==> src/rtl/enc_stage_sequencer.sv <==
`default_nettype none
// ============================================================================
//  Module   : enc_stage_sequencer
//  Purpose  : Round sequencer for the encoder datapath. Issues a one-hot start
//             to each permutation stage in turn, waits for it to finish, pulses
//             the ping-pong memory swap, and repeats for every round. Aborts
//             with a sticky error if a stage rejects its start or stalls.
//  Revision : 1.0 - initial release
// ============================================================================
module enc_stage_sequencer #(
  parameter int NUM_STAGES = 5,
  parameter int NUM_ROUNDS = 24,
  parameter int TIMEOUT    = 4095
) (
  input  logic                  clk,
  input  logic                  reset,
  input  logic                  i_start,
  input  logic [NUM_STAGES-1:0] i_stage_ready,
  input  logic [NUM_STAGES-1:0] i_stage_done,
  output logic                  o_ready,
  output logic                  o_done,
  output logic [NUM_STAGES-1:0] o_stage_start,
  output logic                  o_mem_swap,
  output logic [4:0]            o_round,
  output logic [2:0]            o_stage,
  output logic [6:0]            o_done_cnt,
  output logic                  o_err
);

  typedef enum logic [2:0] {
    S_IDLE   = 3'd0,
    S_ISSUE  = 3'd1,
    S_ARM    = 3'd2,
    S_WAIT   = 3'd3,
    S_SWAP   = 3'd4,
    S_FINISH = 3'd5
  } state_t;

  localparam logic [4:0]            c_LAST_ROUND = 5'(NUM_ROUNDS - 1);
  localparam logic [2:0]            c_LAST_STAGE = 3'(NUM_STAGES - 1);
  // Abort happens in the WAIT cycle where the count shows TIMEOUT-1, so the
  // stage gets exactly TIMEOUT WAIT cycles in total.
  localparam logic [11:0]           c_WDOG_LAST  = 12'(TIMEOUT - 1);
  localparam logic [6:0]            c_CNT_MAX    = 7'd127;
  localparam logic [NUM_STAGES-1:0] c_ONE        = {{(NUM_STAGES-1){1'b0}}, 1'b1};

  state_t                r_state;
  logic                  r_ready;
  logic                  r_done;
  logic                  r_mem_swap;
  logic                  r_err;
  logic [4:0]            r_round;
  logic [2:0]            r_stage;
  logic [6:0]            r_done_cnt;
  logic [11:0]           r_wdog;

  logic                  w_cur_ready;
  logic                  w_cur_done;
  logic [NUM_STAGES-1:0] w_onehot;

  // Handshake lines of the stage currently being sequenced; others are ignored.
  assign w_cur_ready = i_stage_ready[r_stage];
  assign w_cur_done  = i_stage_done[r_stage];
  assign w_onehot    = c_ONE << r_stage;

  // Start is offered only while ISSUE sees the current stage idle, so it lands
  // in the very first cycle that stage reports ready.
  assign o_stage_start = ((r_state == S_ISSUE) && w_cur_ready) ? w_onehot : '0;

  assign o_ready    = r_ready;
  assign o_done     = r_done;
  assign o_mem_swap = r_mem_swap;
  assign o_round    = r_round;
  assign o_stage    = r_stage;
  assign o_done_cnt = r_done_cnt;
  assign o_err      = r_err;

  // Sequencer FSM; single-cycle flag outputs are set on the transition into
  // the state that presents them, so they are registered and glitch free.
  always_ff @(posedge clk or posedge reset) begin
    if (reset) begin
      r_state    <= S_IDLE;
      r_ready    <= 1'b1;
      r_done     <= 1'b0;
      r_mem_swap <= 1'b0;
      r_err      <= 1'b0;
      r_round    <= 5'd0;
      r_stage    <= 3'd0;
      r_done_cnt <= 7'd0;
      r_wdog     <= 12'd0;
    end else begin
      r_done     <= 1'b0;
      r_mem_swap <= 1'b0;
      case (r_state)
        S_IDLE: begin
          if (i_start) begin
            r_round    <= 5'd0;
            r_stage    <= 3'd0;
            r_done_cnt <= 7'd0;
            r_err      <= 1'b0;
            r_ready    <= 1'b0;
            r_state    <= S_ISSUE;
          end
        end
        S_ISSUE: begin
          if (w_cur_ready) begin
            r_state <= S_ARM;
          end
        end
        S_ARM: begin
          // A stage that accepted its start must have left idle by now.
          if (w_cur_ready) begin
            r_err   <= 1'b1;
            r_ready <= 1'b1;
            r_state <= S_IDLE;
          end else begin
            r_wdog  <= 12'd0;
            r_state <= S_WAIT;
          end
        end
        S_WAIT: begin
          if (w_cur_done && (r_done_cnt != c_CNT_MAX)) begin
            r_done_cnt <= r_done_cnt + 7'd1;
          end
          if (w_cur_ready) begin
            r_mem_swap <= 1'b1;
            r_state    <= S_SWAP;
          end else if (r_wdog == c_WDOG_LAST) begin
            r_err   <= 1'b1;
            r_ready <= 1'b1;
            r_state <= S_IDLE;
          end else begin
            r_wdog <= r_wdog + 12'd1;
          end
        end
        S_SWAP: begin
          if (r_stage != c_LAST_STAGE) begin
            r_stage    <= r_stage + 3'd1;
            r_done_cnt <= 7'd0;
            r_state    <= S_ISSUE;
          end else if (r_round != c_LAST_ROUND) begin
            r_round    <= r_round + 5'd1;
            r_stage    <= 3'd0;
            r_done_cnt <= 7'd0;
            r_state    <= S_ISSUE;
          end else begin
            r_done  <= 1'b1;
            r_state <= S_FINISH;
          end
        end
        S_FINISH: begin
          r_ready <= 1'b1;
          r_state <= S_IDLE;
        end
        default: begin
          r_ready <= 1'b1;
          r_state <= S_IDLE;
        end
      endcase
    end
  end

endmodule
`default_nettype wire

==> config.mk <==
export PLATFORM = sky130hd
export DESIGN_NAME = enc_stage_sequencer
export DESIGN_NICKNAME = d
export VERILOG_FILES = /design/src/rtl/enc_stage_sequencer.sv
export SDC_FILE = /design/constraint.sdc
export NUM_CORES = 1
export LEC_CHECK = 0
export BUFFER_PORTS_ARGS = -buffer_cell sky130_fd_sc_hd__buf_4
export CORE_ASPECT_RATIO = 1.75
export CORE_MARGIN = 4
export CORE_UTILIZATION = 45
export CTS_CLUSTER_SIZE = 16
export DETAILED_ROUTE_END_ITERATION = 8
export PLACE_DENSITY_LB_ADDON = 0.12
export SLEW_MARGIN = 30
export SYNTH_ARGS = -nofsm -noshare
export SYNTH_HDL_FRONTEND = slang
export SYNTH_SLANG_ARGS = --single-unit
==> constraint.sdc <==
create_clock -name clk -period 3 [get_ports clk]
set_clock_uncertainty 0.1 [all_clocks]
set_input_delay 0.15 -clock clk [delete_from_list [all_inputs] [get_ports clk]]
set_output_delay 0.15 -clock clk [all_outputs]
set_load 0.01 [all_outputs]
Word level (Yosys, flattened, before mapping)
Index checks and enable logic that the tools add are counted.

storage, ports and cells
  bits in registers = 34
  input bits = 13
  word-level logic and storage cells = 92
  output and inout bits = 24

cells by class
  bitwise gates (word level) = 1
  shift operators = 1
  magnitude comparators = 1
  reduce and logical (&&, ||, !) cells = 15
  multiplexer cells = 41
  add/sub/neg operators = 4
  equal/unequal tests = 20

operator list
  operator                 count
  $mux W12                 3
  $mux W7                  4
  $mux W3                  9
  $pmux W12 S2             1
  $pmux W7 S3              1
  $mux W5                  4
  $ne A2 B2 Y1 const B     10
  $pmux W3 S5              1
  $add A12 B1 Y12 const B  1
  $eq A12 B12 Y1 const B   1
  $reduce_and A4 Y1        3
  $mux W1                  11
  $pmux W5 S2              1
  $reduce_and A5 Y1        2
  $ne A3 B3 Y1 const B     3
  $add A7 B1 Y7 const B    1
  $ne A7 B7 Y1 const B     1
  $bmux W1 S3              2
  $eq A3 B2 Y1 const B     2
  $pmux W3 S2              1
  $reduce_and A3 Y1        2
  $reduce_bool A3 Y1       2
  $add A5 B1 Y5 const B    1
  $ne A5 B5 Y1 const B     1
  13 further kinds         15

Logic depth before layout (Yosys ltp)
  depth after elaboration = 5
  gate-level depth with buffers = 7
  gate-level depth less buffers = 6

Worst setup path before layout
OpenSTA, ideal clock, no wires.

  path kind = register -> output
  from = register r_stage[1] (netlist: o_stage[1])
  to = output o_stage_start[0]
  data arrival time = 1.729 ns
  data required time = 2.750 ns
  buffers on the path = 2
  cell stages (with the launch flop) = 7
  path slack = 1.021 ns
  path through = dfrtp_1 -> buf_2 -> nor3b_2 -> o2bb2ai_2 -> buf_2 -> o211ai_1 -> nor3b_1

on the way
  cells in the longest elaborated chain, start to end = 4
  elaborated cells between the ends (all ways) = 5
  those cells by class = shift (1); mux (3); reduce/logical (1)

RTL lines
  item                           line  source
  from (decl)                    53    logic [2:0] r_stage;
  from (signal assigned)         138   r_stage <= r_stage + 3'd1;
  $bmux W1 S3                    62    assign w_cur_ready = i_stage_ready[r_stage];
  $mux W1 (not written as such)  62
  $logic_and A1 B1 Y1            68    assign o_stage_start = ((r_state == S_ISSUE) && w_cur_ready) ? w_onehot : '0;
  $mux W5 (*)                    68
  to (decl)                      22    output logic [NUM_STAGES-1:0] o_stage_start,

Mark *: on every way between the ends. The rest lies on a longest branch, timed or not. The select of a mux whose other input is x is not followed.

Worst setup path after layout
  from = register r_stage[2] (netlist: o_stage[2])
  to = output o_stage_start[1]

Same word-level chain as after synthesis.

==> qor.txt <==
Routed WL = 5.128 mm
P_leak = 1.118 nW
total gr overflow = 0
worst hold path class = input port to register
Critical Path End Type = primary output
worst-path maximum fanout = 16
period utilization = 87.99%
num rows = 33
Peak Freq = 0.3788 GHz
CP startpoint kind = register
CTS tree = yes
Worst Tran Pin Value = 0.6929 ns
Inst Count DP = 308
#FFs+latches synth = 34
fill count = 430
post-synthesis mux area share = 4.411%
1st-pass router iterations = 4
initial drt markers = 58
initial cell density of the core = 47.19%
Synth Area in Adders = 5.025%
sequential area share after synthesis = 38.02%
ANT nets after route = 0
vias = 1932
Antenna diodes = 0
worst vdd ir = 453.7 uV
Compound-Gate Fraction of Synth Area = 22.72%
Post-synth ARST share = 100.0%
IO Pins = 37
Final Hold Vio Count = 0
commonest non-fill, non-tap cell in the layout = buf_4
Area Overhead vs Synth = 15.91%
Synth Warn # = 0
CTS clock-pin slew for the worst setup and hold paths = 0.07 ns
critical path type = register to primary output
Mapped Cells = 230
Clock Path Buffers = 2
pre-CTS setup slack = 0.6739 ns
setup TNS = 0 ns
Post-Synth Simple-Gate Area = 23.06%
RD Place Congestion = 0.7860
Fin Hold WS = 0.03864 ns
ys flop type = dfrtp_1
Cell Area, Synth = 0.002241 mm2
non-filler cells, final = 317
cell area power density = 654.5 mW/mm2
DRC = 0
RSZ-0062 raised after global routing = no
largest family of logic cells by synthesized area = simple AND/OR/NAND/NOR gates
Die Wd = 61.35 um
layout cell share with drive strength beyond 1 = 24.91%
WP data required = 2.75 ns
CP arrival = 2.39 ns
Final setup viols = 0
MaxCap Viol Count = 0
Net Count, Synth = 252
first-pass GRT wire length = 8.818 mm
Inserted Clock Buffers = 5
H-tree levels = 2
Worst slew margin = 53.76%
most frequent cells in the layout = buf_4, dfrtp_1, nand2_1
status = completed
clock sinks = 34
I/O Buffers = 36
Die Span Y = 101.4 um
number of global-route vias before repair = 1914
largest net degree at the start of global routing = 19
Worst Setup Slack, final = 0.3603 ns
Synth Area in XOR/XNOR = 0.3908%
Max Slew Vio Count = 0
Die Area = 0.006217 mm2
Setup Buffers After CTS = 0
nets = 286
initial antenna violation count = 0
core area = 0.004748 mm2
Power Total = 0.001700 W
vias per inst = 6.095
Post-synth EDFFs = 0
Total GRT Usage = 18.41%
crit path time final = 2.640 ns
number of distinct library cells after synthesis = 64
DP HPWL = 3.921 mm
worst skew pair latency = 0.29 ns
Root Driver = clkbuf_8
syn_area_per_cell = 9.743 um2
routed len/inst = 16.18 um
final cells by class:
class,count,area [um2],area share [%]
Clock buffer,6,72.57,2.794
Tap cell,52,65.06,2.505
Sequential cell,34,852.1,32.80
Timing Repair Buffer,39,295.3,11.37
Clock inverter,2,10.01,0.3854
Multi-Input combinational cell,169,1246,47.98
Inverter,15,56.30,2.168
worst max-delay path: stages (launching register included):
cell and delay, ns:
dfrtp_1 0.56, nand2b_1 0.28, o2bb2ai_2 0.53, o211ai_1 0.31, nor3b_1 0.27, buf_4 0.16
per-layer routing:
metal	up-vias	GRT usage, %	part of all wire, %
met5	-	0	0
met2	39	32.14	54
met1	938	21.63	40
met4	0	7.026	2.2
li1	944	-	-
met3	11	3.316	3.3
power breakdown:
group | internal (W) | switching, W | leakage [nW]
Sequential | 0.000549 | 0.000139 | 0.454
Combinational | 0.000297 | 0.000389 | 0.619
Clock | 0.000161 | 0.000166 | 0.0450
Total | 0.00101 | 0.000693 | 1.12
state kept, by name (all words and copies together), names as in the netlist, 3 cells and up:
register and count:
o_done_cnt 7, o_round 5, o_stage 3, r_state 3, r_wdog 12
final timing paths:
path                                        startpoint                        end  slack (ns)  cells after the start
worst min-delay path                           i_start     r_state[0]$_DFFE_PP0P_        0.04                      3
max in group asynchronous                        reset        o_ready$_DFFE_PP1P_        1.61                      4
worst min register to register   r_wdog[7]$_DFFE_PP0P_      r_wdog[7]$_DFFE_PP0P_        0.42                      1
worst max-delay path            o_stage[2]$_DFFE_PP0P_           o_stage_start[1]        0.36                      5
min in group asynchronous                        reset  o_done_cnt[4]$_DFFE_PP0P_        0.42                      3
worst max register to register  o_stage[0]$_DFFE_PP0P_  o_done_cnt[5]$_DFFE_PP0P_        0.85                      7
what timing repair did:
item                      in CTS  in global routing
hold buffers                   1                  0
hold endpoints to repair      17                  0
gates resized for setup        0                  0
cell usage after synthesis (all sizes together) (6+ instances only):
master | n | area share (%)
o21ai | 13 | 3.1
nand4 | 6 | 2.0
nand3 | 12 | 2.7
a21oi | 8 | 1.8
dfrtp | 33 | 37
buf | 11 | 3.7
ha | 9 | 5.0
nor2 | 12 | 2.2
nand2 | 16 | 2.7
o41ai | 8 | 3.5
o211ai | 6 | 2.2
nor3 | 8 | 2.0
o31ai | 6 | 2.0
inv | 14 | 2.3
metrics by stage:
step,utilization (%),instance area (um2)
after global placement,52.75,2505
after floorplan,-,2241
after CTS,54.70,2597
final,54.70,2597
after global routing,54.70,2597
after detailed placement,52.75,2505
cells by family (layout without fill, tap and decap cells):
| group | after synthesis | in the layout |
|---|---|---|
| adders and majority gates | 9 | 9 |
| xor gates and xnor gates | 1 | 1 |
| DFF | 34 | 34 |
| muxes | 9 | 9 |
| AOI/OAI and AO/OA | 62 | 62 |
| buffers and inverters | 27 | 62 |
| and+or+nand+nor | 88 | 88 |
No activity file was read; power rests on OpenSTA's default activity.
